[config.mk]
export PLATFORM = sky130hd
export DESIGN_NAME = qeciphy_sat_counter
export DESIGN_NICKNAME = d
export VERILOG_FILES = /design/src/rtl/qeciphy_sat_counter.sv
export SDC_FILE = /design/constraint.sdc
export NUM_CORES = 1
export LEC_CHECK = 0
export ABC_AREA = 1
export ABC_CLOCK_PERIOD_IN_PS = 1800
export CELL_PAD_IN_SITES_DETAIL_PLACEMENT = 2
export CELL_PAD_IN_SITES_GLOBAL_PLACEMENT = 2
export CORE_UTILIZATION = 29
export CTS_CLUSTER_SIZE = 28
export DETAILED_ROUTE_END_ITERATION = 6
export PLACE_DENSITY = 0.84
export SLEW_MARGIN = 40
export SYNTH_ARGS = -nofsm -noshare
export SYNTH_HDL_FRONTEND = slang
export SYNTH_SLANG_ARGS = --single-unit
[constraint.sdc]
create_clock -name clk -period 1.8 [get_ports clk]
set_input_delay 0.27 -clock clk [delete_from_list [all_inputs] [get_ports clk]]
set_output_delay 0.27 -clock clk [all_outputs]
set_load 0.01 [all_outputs]
[src/rtl/qeciphy_sat_counter.sv]
// Saturating up-counter with synchronous clear; holds at all-ones instead of wrapping.
module qeciphy_sat_counter #(
  parameter int W = 32
) (
  input  logic         clk,
  input  logic         rst_n,
  input  logic         inc_i,
  input  logic         clr_i,
  output logic [W-1:0] cnt_o
);

  logic [W-1:0] cnt_q;
  logic [W-1:0] cnt_d;

  // Clear has priority over increment; increment stops at all-ones.
  always_comb begin
    cnt_d = cnt_q;
    if (clr_i) begin
      cnt_d = '0;
    end else if (inc_i && (cnt_q != {W{1'b1}})) begin
      cnt_d = cnt_q + {{(W-1){1'b0}}, 1'b1};
    end
  end

  // Counter register.
  always_ff @(posedge clk or negedge rst_n) begin
    if (!rst_n) cnt_q <= '0;
    else        cnt_q <= cnt_d;
  end

  assign cnt_o = cnt_q;

endmodule

# After elaboration in Yosys (flattened, before gate mapping)
# Cells that the tools add are included.
op_classes:
  n_eq_ne: 1
  n_reduce_logical: 2
  add_sub_neg: 1
  muxes: 2
op_table:
  columns: ["cell", "count"]
  rows:
  - ["32-bit two-way mux", 2]
  - ["32-bit by 1-bit adder with 32-bit output (second input constant)", 1]
  - ["32-bit != test (second input constant)", 1]
  - ["2-bit nonzero test", 1]
  - ["1-bit logical AND", 1]
word_totals:
  reg_bits: 32
  elab_cells: 7
  output_inout_bits: 32

# Logic depth before layout (Yosys ltp)
logic_depth:
  depth_word: 4
  ltp_mapped: 12
  mapped_depth_nobuf: 11

# Worst setup path after synthesis
# No wires, ideal clock.
synth_path:
  path_kind: "reg2reg"
  startpoint: "register cnt_q[1], in the netlist cnt_o[1]"
  endpoint: "register cnt_q[19], in the netlist cnt_o[19]"
  arrival_time_ns: 1.571
  stages_incl_launch_ff: 12
  setup_ns: 0.117
  path_buffers: 1
  slack_ns: 0.111
  period_less_slack_ns: 1.689
  cell_sequence: "dfrtp_1 > ha_1 > nand2_2 > nor2_4 > nand2_4 > nor2_8 > nand2_4 > nand2_8 > nand2_4 > buf_6 > nand3_1 > nand2_1"
synth_between:
  elab_chain_len: 3
  word_cells_on_any_way: 6
  classes_between: "1 x add/sub; 1 x eq/ne; 2 x mux; 2 x reduce/logical"
synth_rtl:
  columns: ["element", "line", "source"]
  rows:
  - ["from (decl)", "12", "logic [W-1:0] cnt_q;"]
  - ["from (signal assigned)", "28", "else cnt_q <= cnt_d;"]
  - ["32-bit by 1-bit adder with 32-bit output / 32-bit != test (equally long branches)", "21, 20", null]
  - ["32-bit two-way mux / 1-bit logical AND (equally long branches)", "20", "end else if (inc_i && (cnt_q != {W{1'b1}})) begin"]
  - ["32-bit two-way mux / 2-bit nonzero test (equally long branches)", null, null]
# Parallel ways exist; a longest one is shown, timed or not. The select of a mux whose other input is x is not followed.
# A chain may end at the register's enable or synchronous reset.

# Final worst setup path
layout_path:
  startpoint: "register cnt_q[0], in the netlist cnt_o[0]"
  endpoint: "register cnt_q[28], in the netlist cnt_o[28]"
# The elaborated chain is that of the path after synthesis.

==> results.py <==
metrics = {
    "run_status": {
        "status": "complete, but fails checks",
        "violations": "negative setup slack",
    },
    "clock_tree": {
        "cts_buffers": 5,
        "cts-htree-levels": 2,
        "clock_path_buffers": 2,
        "cts_tree": "done",
        "root_buffer": "clkbuf_8",
        "clk_pin_slew_ps": 80,
        "clk_latency_ps": 300,
        "cts.sinks": 32,
    },
    "critical_path": {
        "r2r_end": "cnt_o[28]$_DFFE_PN0P_",
        "ff2ff_path_depth": 10,
        "startpoint_type": "register",
        "r2r-start": "cnt_o[0]$_DFFE_PN0P_",
        "cp.required_ps": 2030,
        "arrival_ps": 2060,
        "crit_type": "reg2reg",
        "path_max_fanout": 5,
        "rrSetupSlack_ps": -30,
        "cp-end-kind": "register",
    },
    "timing": {
        "fin_crit_sh": 1.017,
        "fin_worst_skew_ps": 7.973,
        "drv_slew": 0,
        "finalCriticalPeriod_ps": 1831,
        "tightest_slew_ps": 471.5,
        "hold_violations": 0,
        "finalSetupViolCount": 5,
        "fmax_mhz": 546.1,
        "timing.slew.headroom": 0.6856,
        "setup_slack_ps": -31.31,
        "hold_slack_ps": 382.8,
    },
    "global_routing": {
        "grt-ovfl-total": 0,
        "grt_pass1_wl_mm": 15.55,
        "grt_use_total": 0.2469,
        "grt_max_degree": 33,
        "antenna_found_initial": 0,
        "grt_pass1_vias": 2993,
    },
    "yosys": {
        "synth_flop_cell": "dfrtp_1",
        "synth_top_cell_by_area": "dfrtp_1",
        "ys_seq_area_frac": 0.3569,
        "synth_area_mm2": 0.002243,
        "yosysUniqueCellTypes": 26,
        "synth.net_count": 350,
        "synth_edf_count": 0,
        "netlist_top_cells_area": "dfrtp_1 36%, nand2_1 23%, nor2_1 8.7%",
        "synth_cells": 345,
        "avgSynthCellArea_um2": 6.503,
        "yosysTopAreaCellShare": 0.3569,
        "synthArstFlopShare": 1.000,
        "ys_warn_count": 0,
        "synth_seq_cells": 32,
    },
    "power": {
        "p_leak_nw": 1.475,
        "ir_drop_mv": 0.5001,
        "p_per_area_mw_per_mm2": 467.4,
        "power_mw": 1.516,
    },
    "floorplan": {
        "core_mm2": 0.007370,
        "die_area_mm2": 0.008092,
        "die_h_um": 89.96,
        "rows": 31,
        "initial_utilization": 0.3044,
        "pin_count": 36,
        "dieWidth_um": 89.96,
    },
    "placed_design": {
        "dpl_cell_area_mm2": 0.002954,
        "dpl.hpwl_mm": 7.227,
        "placement.io_buffers": 35,
        "dp_cells": 509,
        "gp_congestion": 0.8163,
    },
    "routing": {
        "ant_nets": 0,
        "vias_per_cell": 5.263,
        "vias": 2784,
        "first_iter_violations": 128,
        "wl_per_cell_um": 22.33,
        "first_pass_iters": 4,
        "wl_mm": 11.81,
        "drc": 0,
    },
    "min_path": {
        "hp-class": "in2async",
    },
    "final_layout": {
        "design_area_mm2": 0.003243,
        "final_cell_mix": "134 x nand2_1, 46 x nor2_1, 42 x buf_4",
        "nFillCells": 899,
        "final_common_cell": "nand2_1",
        "final_cells": 529,
        "n_antenna_cell": 0,
        "nNetsFinal": 434,
        "postLayoutCoreUtil": 0.4401,
        "drive_gt1_frac": 0.1953,
        "largest_reg_flops": 32,
        "synthToLayoutAreaGrowth_pct": 44.56,
    },
    "flow_run": {
        "drv_cap": 0,
    },
}
-- metal layers --
metal	vias to the layer above	global-route usage	part of all wire	wire [um]
met5	-	0	0	0
met4	0	0.07392	0.039	460
met3	32	0.02876	0.032	382
met2	72	0.4558	0.52	6095
met1	1436	0.2994	0.41	4872
li1	1244	-	-	-
-- cell usage after synthesis (2+ instances only) --
master    count
inv_2         2
a21oi_1       4
nand2_1     135
clkbuf_1      2
buf_6         4
nand3_1      34
dfrtp_1      32
nand2_2       3
nand2_4       3
xnor2_1       4
nand4_1       8
nor2_2        4
o21ai_1      10
nor2_4        2
nor2_1       52
xor2_1        5
inv_1        29
o21ai_0       4
-- how the worst max path moves through the flow --
stage | startpoint | to | slack (ps) | cells past startpoint
3_5_place_dp | cnt_o[12]$_DFFE_PN0P_ | cnt_o[23]$_DFFE_PN0P_ | -80 | 9
3_3_place_gp | cnt_o[0]$_DFFE_PN0P_ | cnt_o[27]$_DFFE_PN0P_ | 70 | 10
6_report | cnt_o[0]$_DFFE_PN0P_ | cnt_o[28]$_DFFE_PN0P_ | -30 | 10
4_1_cts | cnt_o[0]$_DFFE_PN0P_ | cnt_o[22]$_DFFE_PN0P_ | 2 | 11
2_1_floorplan | cnt_o[1]$_DFFE_PN0P_ | cnt_o[19]$_DFFE_PN0P_ | 110 | 11
5_1_grt | cnt_o[5]$_DFFE_PN0P_ | cnt_o[15]$_DFFE_PN0P_ | -160 | 8
-- power by group --
part,leakage [nW],internal (mW),switching (mW)
clock,0.0455,0.313,0.314
combinational,0.987,0.0651,0.0965
sequential,0.443,0.722,0.00518
-- worst max-delay path: stages (launching register included) --
cell     delay [ps]
dfrtp_1         430
ha_2            200
nand2_2          90
nor2_4           50
nand2_4         100
nor2_8           40
buf_6           130
a21oi_2         250
buf_2           240
nand4_1         120
nand2_1         100
-- timing repair --
item | CTS | global route
pin swaps | 0 | 5
hold buffers | 0 | 0
gates resized for setup | 8 | 16
setup buffers | 4 | 5
gates cloned | 1 | 2
setup endpoints to repair | 23 | 30
-- cells by family (layout without fill, tap and decap cells) --
family	Yosys count	in the layout	synth area share
and+or+nand+nor	245	245	0.4796
buffers and inverters	39	124	0.07919
DFF	32	32	0.3569
AOI/OAI and AO/OA	19	19	0.04351
xor gates and xnor gates	9	9	0.03513
adders and majority gates	1	1	0.005576
-- area by class of cell --
type | count | area, um2 | area share
Timing Repair Buffer | 85 | 794.5 | 0.2450
Tap cell | 99 | 123.9 | 0.03819
Sequential cell | 32 | 803.3 | 0.2477
Multi-Input combinational cell | 274 | 1308 | 0.4032
Clock buffer | 8 | 90.09 | 0.02778
Inverter | 31 | 123.9 | 0.03819
-- per-stage QoR --
| stage | setup WS [ps] | setup TNS (ps) |
|---|---|---|
| floorplan | 111.2 | 0 |
| global placement | 65.44 | 0 |
| detailed placement | -83.03 | -429.7 |
| CTS | 2.302 | 0 |
| global route | -158.1 | -1630 |
| finish | -31.31 | -78.18 |
Note: power is estimated with default switching activity, not from simulation.
